**src/rtl/alu_rs_pkg.sv**
```systemverilog
// Shared constants, types and the operand-resolution helper for the ALU reservation station.
package alu_rs_pkg;

  localparam int DATA_BUS_W = 32;
  localparam int TAG_BUS_W  = 4;
  localparam int ROOT_W     = 3;
  localparam int OP_W       = 5;

  localparam logic [TAG_BUS_W-1:0] TAG_FREE       = 4'b1111;
  localparam logic                 ALU_TAG_PREFIX = 1'b0;
  localparam logic [OP_W-1:0]      NOP            = 5'd0;

  typedef enum logic [1:0] {
    ST_FREE   = 2'b00,
    ST_WAIT   = 2'b01,
    ST_ISSUED = 2'b10
  } entry_state_e;

  typedef enum logic [OP_W-1:0] {
    OP_NOP   = 5'd0,
    OP_LUI   = 5'd1,
    OP_AUIPC = 5'd2,
    OP_JAL   = 5'd3,
    OP_JALR  = 5'd4,
    OP_ADD   = 5'd5,
    OP_SUB   = 5'd6,
    OP_AND   = 5'd7,
    OP_OR    = 5'd8,
    OP_XOR   = 5'd9
  } alu_op_e;

  typedef struct packed {
    logic [TAG_BUS_W-1:0]  tag;
    logic [DATA_BUS_W-1:0] data;
  } operand_t;

  // Capture a broadcast for an unresolved operand; the ALU port wins if both match.
  function automatic operand_t resolve_operand(
    input operand_t              cur,
    input logic                  alu_en,
    input logic [TAG_BUS_W-1:0]  alu_tag,
    input logic [DATA_BUS_W-1:0] alu_data,
    input logic                  ls_en,
    input logic [TAG_BUS_W-1:0]  ls_tag,
    input logic [DATA_BUS_W-1:0] ls_data
  );
    operand_t r;
    r = cur;
    if (cur.tag != TAG_FREE) begin
      if (alu_en && (alu_tag == cur.tag)) begin
        r.tag  = TAG_FREE;
        r.data = alu_data;
      end else if (ls_en && (ls_tag == cur.tag)) begin
        r.tag  = TAG_FREE;
        r.data = ls_data;
      end
    end
    return r;
  endfunction

endpackage

```
**src/rtl/alu_rs_lowest_one8.sv**
```systemverilog
// 8-bit lowest-set-bit priority encoder: index of the lowest set bit plus an any-set flag.
module lowest_one8 (
  input  logic [7:0] vec_i,
  output logic [2:0] idx_o,
  output logic       any_o
);

  // Scan from the top so the lowest set bit is the last one written.
  always_comb begin
    idx_o = 3'd0;
    any_o = |vec_i;
    for (int i = 7; i >= 0; i--) begin
      if (vec_i[i]) idx_o = 3'(i);
    end
  end

endmodule

```
**src/rtl/alu_rs.sv**
```systemverilog
// Eight-entry ALU reservation station: allocates tags, snoops both CDBs, issues one ready entry per cycle.
module alu_rs
  import alu_rs_pkg::*;
#(
  parameter int RS_DEPTH = 8,
  parameter int DATA_W   = DATA_BUS_W,
  parameter int TAG_W    = TAG_BUS_W
) (
  input  logic              clk,
  input  logic              rst,
  input  logic              misTaken,
  input  logic              ALUen,
  input  logic [OP_W-1:0]   ALUop,
  input  logic [DATA_W-1:0] ALUoperandO,
  input  logic [DATA_W-1:0] ALUoperandT,
  input  logic [TAG_W-1:0]  ALUtagO,
  input  logic [TAG_W-1:0]  ALUtagT,
  input  logic [TAG_W-1:0]  ALUtagW,
  input  logic [DATA_W-1:0] ALUaddr,
  input  logic              ALUCDBen,
  input  logic [TAG_W-1:0]  ALUCDBtag,
  input  logic [DATA_W-1:0] ALUCDBdata,
  input  logic              LSCDBen,
  input  logic [TAG_W-1:0]  LSCDBtag,
  input  logic [DATA_W-1:0] LSCDBdata,
  output logic [ROOT_W-1:0] ALUfreeTag,
  output logic              ALUfull,
  output logic              ALUworkEn,
  output logic [OP_W-1:0]   ALUworkOp,
  output logic [DATA_W-1:0] ALUworkO,
  output logic [DATA_W-1:0] ALUworkT,
  output logic [TAG_W-1:0]  ALUworkTag,
  output logic [DATA_W-1:0] ALUworkAddr
);

  logic [7:0]        free_vec;
  logic [7:0]        ready_vec;
  logic              free_any;
  logic              ready_any;
  logic [ROOT_W-1:0] ready_idx;
  logic              issue_go;

  logic [OP_W-1:0]   op_arr   [RS_DEPTH];
  logic [DATA_W-1:0] o_arr    [RS_DEPTH];
  logic [DATA_W-1:0] t_arr    [RS_DEPTH];
  logic [DATA_W-1:0] addr_arr [RS_DEPTH];

  lowest_one8 u_free_sel (
    .vec_i (free_vec),
    .idx_o (ALUfreeTag),
    .any_o (free_any)
  );

  lowest_one8 u_ready_sel (
    .vec_i (ready_vec),
    .idx_o (ready_idx),
    .any_o (ready_any)
  );

  assign ALUfull  = ~free_any;
  assign issue_go = ready_any & ~misTaken;

  for (genvar gi = 0; gi < RS_DEPTH; gi++) begin : g_entry
    entry_state_e      state_q, state_d;
    logic [OP_W-1:0]   op_q, op_d;
    operand_t          opo_q, opo_d, opt_q, opt_d;
    logic [DATA_W-1:0] addr_q, addr_d;
    logic              dispatch_hit;
    logic              own_result;

    // A write to an occupied entry or with a non-ALU prefix is dropped.
    assign dispatch_hit = ALUen & ~misTaken & (ALUtagW[TAG_W-1] == ALU_TAG_PREFIX)
                        & (ALUtagW[ROOT_W-1:0] == ROOT_W'(gi)) & (state_q == ST_FREE);
    assign own_result   = ALUCDBen & (ALUCDBtag == {ALU_TAG_PREFIX, ROOT_W'(gi)});

    // Entry next state: flush, dispatch with CDB bypass, snoop/issue, or release on own result.
    always_comb begin
      state_d = state_q;
      op_d    = op_q;
      opo_d   = opo_q;
      opt_d   = opt_q;
      addr_d  = addr_q;
      if (misTaken) begin
        state_d   = ST_FREE;
        opo_d.tag = TAG_FREE;
        opt_d.tag = TAG_FREE;
      end else if (dispatch_hit) begin
        state_d = ST_WAIT;
        op_d    = ALUop;
        addr_d  = ALUaddr;
        opo_d   = resolve_operand('{tag: ALUtagO, data: ALUoperandO}, ALUCDBen, ALUCDBtag,
                                  ALUCDBdata, LSCDBen, LSCDBtag, LSCDBdata);
        opt_d   = resolve_operand('{tag: ALUtagT, data: ALUoperandT}, ALUCDBen, ALUCDBtag,
                                  ALUCDBdata, LSCDBen, LSCDBtag, LSCDBdata);
      end else if (state_q == ST_WAIT) begin
        opo_d = resolve_operand(opo_q, ALUCDBen, ALUCDBtag, ALUCDBdata, LSCDBen, LSCDBtag, LSCDBdata);
        opt_d = resolve_operand(opt_q, ALUCDBen, ALUCDBtag, ALUCDBdata, LSCDBen, LSCDBtag, LSCDBdata);
        if (issue_go && (ready_idx == ROOT_W'(gi))) state_d = ST_ISSUED;
      end else if (state_q == ST_ISSUED) begin
        if (own_result) state_d = ST_FREE;
      end
    end

    // Entry storage register.
    always_ff @(posedge clk or negedge rst) begin
      if (!rst) begin
        state_q <= ST_FREE;
        op_q    <= NOP;
        opo_q   <= '{tag: TAG_FREE, data: '0};
        opt_q   <= '{tag: TAG_FREE, data: '0};
        addr_q  <= '0;
      end else begin
        state_q <= state_d;
        op_q    <= op_d;
        opo_q   <= opo_d;
        opt_q   <= opt_d;
        addr_q  <= addr_d;
      end
    end

    assign free_vec[gi]  = (state_q == ST_FREE);
    assign ready_vec[gi] = (state_q == ST_WAIT) & (opo_q.tag == TAG_FREE) & (opt_q.tag == TAG_FREE);
    assign op_arr[gi]    = op_q;
    assign o_arr[gi]     = opo_q.data;
    assign t_arr[gi]     = opt_q.data;
    assign addr_arr[gi]  = addr_q;
  end

  logic              work_en_q, work_en_d;
  logic [OP_W-1:0]   work_op_q, work_op_d;
  logic [DATA_W-1:0] work_o_q, work_o_d;
  logic [DATA_W-1:0] work_t_q, work_t_d;
  logic [TAG_W-1:0]  work_tag_q, work_tag_d;
  logic [DATA_W-1:0] work_addr_q, work_addr_d;

  // Issue mux: load the selected entry's fields, otherwise hold them and drop the valid.
  always_comb begin
    work_en_d   = 1'b0;
    work_op_d   = work_op_q;
    work_o_d    = work_o_q;
    work_t_d    = work_t_q;
    work_tag_d  = work_tag_q;
    work_addr_d = work_addr_q;
    if (issue_go) begin
      work_en_d   = 1'b1;
      work_op_d   = op_arr[ready_idx];
      work_o_d    = o_arr[ready_idx];
      work_t_d    = t_arr[ready_idx];
      work_tag_d  = {ALU_TAG_PREFIX, ready_idx};
      work_addr_d = addr_arr[ready_idx];
    end
  end

  // Issue output register.
  always_ff @(posedge clk or negedge rst) begin
    if (!rst) begin
      work_en_q   <= 1'b0;
      work_op_q   <= NOP;
      work_o_q    <= '0;
      work_t_q    <= '0;
      work_tag_q  <= TAG_FREE;
      work_addr_q <= '0;
    end else begin
      work_en_q   <= work_en_d;
      work_op_q   <= work_op_d;
      work_o_q    <= work_o_d;
      work_t_q    <= work_t_d;
      work_tag_q  <= work_tag_d;
      work_addr_q <= work_addr_d;
    end
  end

  assign ALUworkEn   = work_en_q;
  assign ALUworkOp   = work_op_q;
  assign ALUworkO    = work_o_q;
  assign ALUworkT    = work_t_q;
  assign ALUworkTag  = work_tag_q;
  assign ALUworkAddr = work_addr_q;

endmodule

```
**config.mk**
```make
export PLATFORM = sky130hd
export DESIGN_NAME = alu_rs
export DESIGN_NICKNAME = d
export VERILOG_FILES = /design/src/rtl/alu_rs_pkg.sv /design/src/rtl/alu_rs_lowest_one8.sv /design/src/rtl/alu_rs.sv
export SDC_FILE = /design/constraint.sdc
export NUM_CORES = 2
export LEC_CHECK = 0
export BUFFER_PORTS_ARGS = -buffer_cell sky130_fd_sc_hd__buf_2
export CAP_MARGIN = 10
export CORE_UTILIZATION = 46
export DETAILED_ROUTE_END_ITERATION = 8
export SLEW_MARGIN = 40
export SYNTH_ARGS = -nofsm -noshare
export SYNTH_HDL_FRONTEND = slang
export SYNTH_SLANG_ARGS = --single-unit
```
**constraint.sdc**
```tcl
create_clock -name clk -period 3.1 [get_ports clk]
set_clock_uncertainty 0.15 [all_clocks]
set_input_delay 0.155 -clock clk [delete_from_list [all_inputs] [get_ports clk]]
set_output_delay 0.155 -clock clk [all_outputs]
set_load 0.01 [all_outputs]
```
==> PnR_summary.wiki <==
{| class="wikitable"
! Metric !! Value
|-
| Run status || completed
|-
| Nets || slightly below 7000
|-
| First-pass GRT wire length || 335200 µm
|-
| Hold Worst Slack || 115.7 ps
|-
| Synth area leaders || dfrtp_1 (41%), nand2_1 (11%), o211ai_1 (6.9%), o21ai_0 (6.4%), mux2i_1 (6.1%)
|-
| Count of final setup violators || 0
|-
| Maximum level of the CTS H-tree || 3
|-
| CTS Root Cell || clkbuf_16
|-
| Most heavily used metal layer in global routing || met2
|-
| Via density || 6.307
|-
| Switching share of total power || 30.74%
|-
| Max Slew Vio Count || 0
|-
| Placeable core region || ~120000 µm²
|-
| Element type at the critical path start || register
|-
| Yosys cell types || 65
|-
| Starting density of the core || 46.33%
|-
| Library cell occupying the most area in the post-synthesis netlist || dfrtp_1
|-
| Total routing resource utilization after global routing || 36.03%
|-
| Met3 Use GR || 8.797%
|-
| Post-route setup slack || 93.24 ps
|-
| Minimum setup slack after placement || 152.4 ps
|-
| CP Data Arrival Time || around 3500 ps
|-
| Synthesized area || 56320 µm²
|-
| Post-synthesis sequential element count || between 900 and 1000
|-
| Final antenna-violating net count || 0
|-
| Synth Flop Type || dfrtp_1
|-
| Length of the first detailed-routing pass in iterations || 6
|-
| Sequential element share of the synthesized area || 44.32%
|-
| Number of core rows || 128
|-
| Detailed-route wire length || 228200 µm
|-
| Kind of capture point of the worst setup path || register
|-
| Number of synthesized flops with an enable pin || 0
|-
| Capturing element of the worst setup path || g_entry[4].opt_q[25]
|-
| Worst reg2reg path startpoint || g_entry[4].opt_q[35]
|-
| GR Layer Usage met1 || ~50%
|-
| Worst setup path startpoint || g_entry[4].opt_q[35]
|-
| I/O pin total || 301
|-
| Final clock period utilization by the worst path || 96.99%
|-
| Highest clock rate || 332.6 MHz
|-
| Maximum number of pins on one net before global-route repair || just over 90
|-
| Share of the core filled with cells || 54.86%
|-
| IO Port Bufs || 300
|-
| Worst-path maximum fanout || 24
|-
| Synth Net Count || 6754
|-
| Instance count of the mapped netlist || roughly 6500
|-
| Sequential Power Share || 44.3%
|-
| RD Place Congestion || 0.8946
|-
| Fraction of synthesized cell area taken by the top area cell type || 41.15%
|-
| Post-layout min period || ~3000 ps
|-
| Via count of the first global-routing pass || 51280
|-
| Count of maximum capacitance violations || 0
|-
| Final hold violation count || 0
|-
| Worst setup path category || register to register
|-
| Path category of the worst min-delay check || input port to register
|-
| Detailed Place HPWL || 135300 µm
|-
| Share of final-layout standard cells stronger than drive strength 1 || 14.76%
|-
| Overall overflow remaining after global route || 0
|-
| Wirelength per Cell || 26.94 µm
|-
| Skew-Pair Late Insertion Delay || around 730 ps
|-
| Leakage power || just over 30 nW
|-
| Synthesis warning total || 0
|-
| Proportion of register bits with asynchronous set or reset after synthesis || 100.0%
|-
| Detailed router's first-iteration violation count || between 6000 and 7000
|-
| Worst max-slew margin expressed relative to the limit || 36.74%
|-
| Area growth from synthesis to final layout || 18.42%
|-
| Slew at the pin with the worst max-slew slack || 946.9 ps
|-
| Buffer levels on the longest clock path || 3
|-
| Initial antenna violation count || 12
|-
| Number of clock buffers inserted by TritonCTS || 111
|-
| Share of power burned in the clock network || 35.9%
|-
| Overall die area || 123800 µm²
|-
| Clock slew at the register clock pins of the worst setup and hold paths || 60 ps
|-
| Power density normalized to cell area || 577.7 nW/µm²
|-
| Switching power total || 11.84 mW
|-
| Cell-internal power || between 20 and 30 mW
|-
| Total DRC errors in the routed layout || 0
|-
| # clock sinks || 994
|-
| Data required time at the worst endpoint || around 3600 ps
|-
| Peak supply drop || 0.4543 mV
|-
| CTS tree || yes
|-
| Syn Area/Cell || 8.612 µm²
|-
| Flop2flop setup slack || 90 ps
|-
| Reg-to-reg endpoint || g_entry[4].opt_q[25]
|-
| Number of cells on the worst reg-to-reg path || 9
|-
| Vias || 53430
|-
| GRT met2 Usage || 54.13%
|-
| Horiz. Die Dim || 351.9 µm
|-
| Comb power frac || 19.7%
|-
| Vertical die dimension || between 300 and 400 µm
|}
[Yosys cell counts, types with 84 or more instances]
cell,instances
nor3_1,84
o22ai_1,109
nor2_1,152
mux2i_1,341
buf_2,143
o21ai_0,718
xor2_1,102
clkbuf_1,426
o21ai_1,147
o211ai_1,517
a22o_1,101
mux2_2,121
a21oi_1,165
dfrtp_1,926
nand2_1,1696
o221ai_1,112
[critical path, cell delays in order (launching register included)]
cell           delay (ps)
dfstp_2               570
xor2_1                 80
nor3_1                320
nand3_4               140
a211oi_4              540
buf_12                270
nand2_1                70
o211ai_1               90
o21ai_1                80
dlygate4sd3_1         570
[cell usage in the layout, fill, tap and decap left out, drive strengths merged, types with 27 or more instances in the layout]
cell type / netlist / routed
dfrtp: 926 / 926
o21ai: 865 / 865
dfstp: 68 / 68
a31oi: 66 / 66
nand3: 42 / 44
a22o: 101 / 101
clkinv: 33 / 65
nor2: 152 / 152
buf: 270 / 553
o221ai: 112 / 112
xor2: 102 / 102
clkbuf: 426 / 160
mux2: 121 / 121
o22a: 64 / 64
dlygate4sd3: 0 / 235
xnor2: 42 / 42
nand2: 1697 / 1697
mux2i: 341 / 341
nor3: 90 / 90
o21a: 27 / 27
o211ai: 517 / 517
o22ai: 109 / 109
a21oi: 165 / 165
[registers in the layout, summed over array words and instances (netlist names)]
| signal | flops |
|---|---|
| ALUworkEn | 1 |
| ALUworkT | 32 |
| g_entry.addr_q | 256 |
| g_entry.state_q | 16 |
| ALUworkO | 32 |
| g_entry.opo_q | 288 |
| g_entry.opt_q | 288 |
| ALUworkTag | 4 |
| ALUworkAddr | 32 |
| g_entry.op_q | 40 |
| ALUworkOp | 5 |
[routing by layer]
| metal | part of all wire, % | up-vias | wire [µm] |
|---|---|---|---|
| met5 | 0.031 | - | 70 |
| met4 | 4.0 | 12 | 9027 |
| met3 | 11 | 613 | 26210 |
| met2 | 43 | 3068 | 98320 |
| met1 | 41 | 26120 | 94570 |
| li1 | - | 23620 | - |
[power by group through the flow]
stage | logic, mW | clock network (mW) | registers, mW
2_1_floorplan | 4.23 | 0 | 16.9
3_3_place_gp | 6.98 | 0 | 17.2
3_5_place_dp | 7.13 | 0 | 17.2
4_1_cts | 7.49 | 14.0 | 17.0
5_1_grt | 8.36 | 14.5 | 17.3
6_report | 7.60 | 13.8 | 17.1
[per-stage QoR]
stage / area (µm²) / total power, mW / cells / TNS [ps]
5_1_grt: 66680 / 40.16 / 8470 / -11.14
4_1_cts: 66490 / 38.49 / 8451 / 0
3_3_place_gp: 60340 / 24.20 / 8008 / 0
3_5_place_dp: 60340 / 24.36 / 8008 / 0
6_report: 66690 / 38.52 / 8472 / 0
2_1_floorplan: 56320 / 21.09 / 6539 / 0
[what timing repair did]
item,4_1_cts,5_1_grt
resized for setup,0,3
hold buffers,236,0
buffers inserted,0,13
endpoints found under the hold margin,1596,0
setup endpoints to repair,0,35
[cell type report]
cell class	instances	area, µm²
well taps	1625	2033
multi-input cells	4797	28400
fillers	10930	54870
clock inverters	49	541.8
flip-flops and latches	994	24960
inverters	54	202.7
clock buffers	158	3236
diodes	5	12.51
repair buffers	790	7306
[cells by family after synthesis]
| logic type | share of synthesized area (%) |
|---|---|
| multiplexers | 8.480 |
| flip-flops | 44.32 |
| AND/OR/NAND/NOR | 14.91 |
| XOR/XNOR | 2.240 |
| adder cells (fa/ha/maj) | 0.5332 |
| AO/OA/AOI/OAI | 23.70 |
| buffers and inverters | 5.816 |
[worst min path at each step]
stage | from | end | slack (ps) | cells past startpoint
2_1_floorplan | rst | ALUworkAddr[0] | -290 | 0
3_3_place_gp | rst | g_entry[6].opo_q[14] | 30 | 1
3_5_place_dp | rst | g_entry[3].opo_q[1] | 20 | 1
4_1_cts | ALUtagW[3] | g_entry[6].opo_q[33] | 70 | 7
5_1_grt | ALUaddr[26] | g_entry[1].addr_q[26] | 120 | 4
6_report | ALUop[2] | g_entry[7].op_q[2] | 120 | 4
Note: power is estimated with default switching activity, not from simulation.
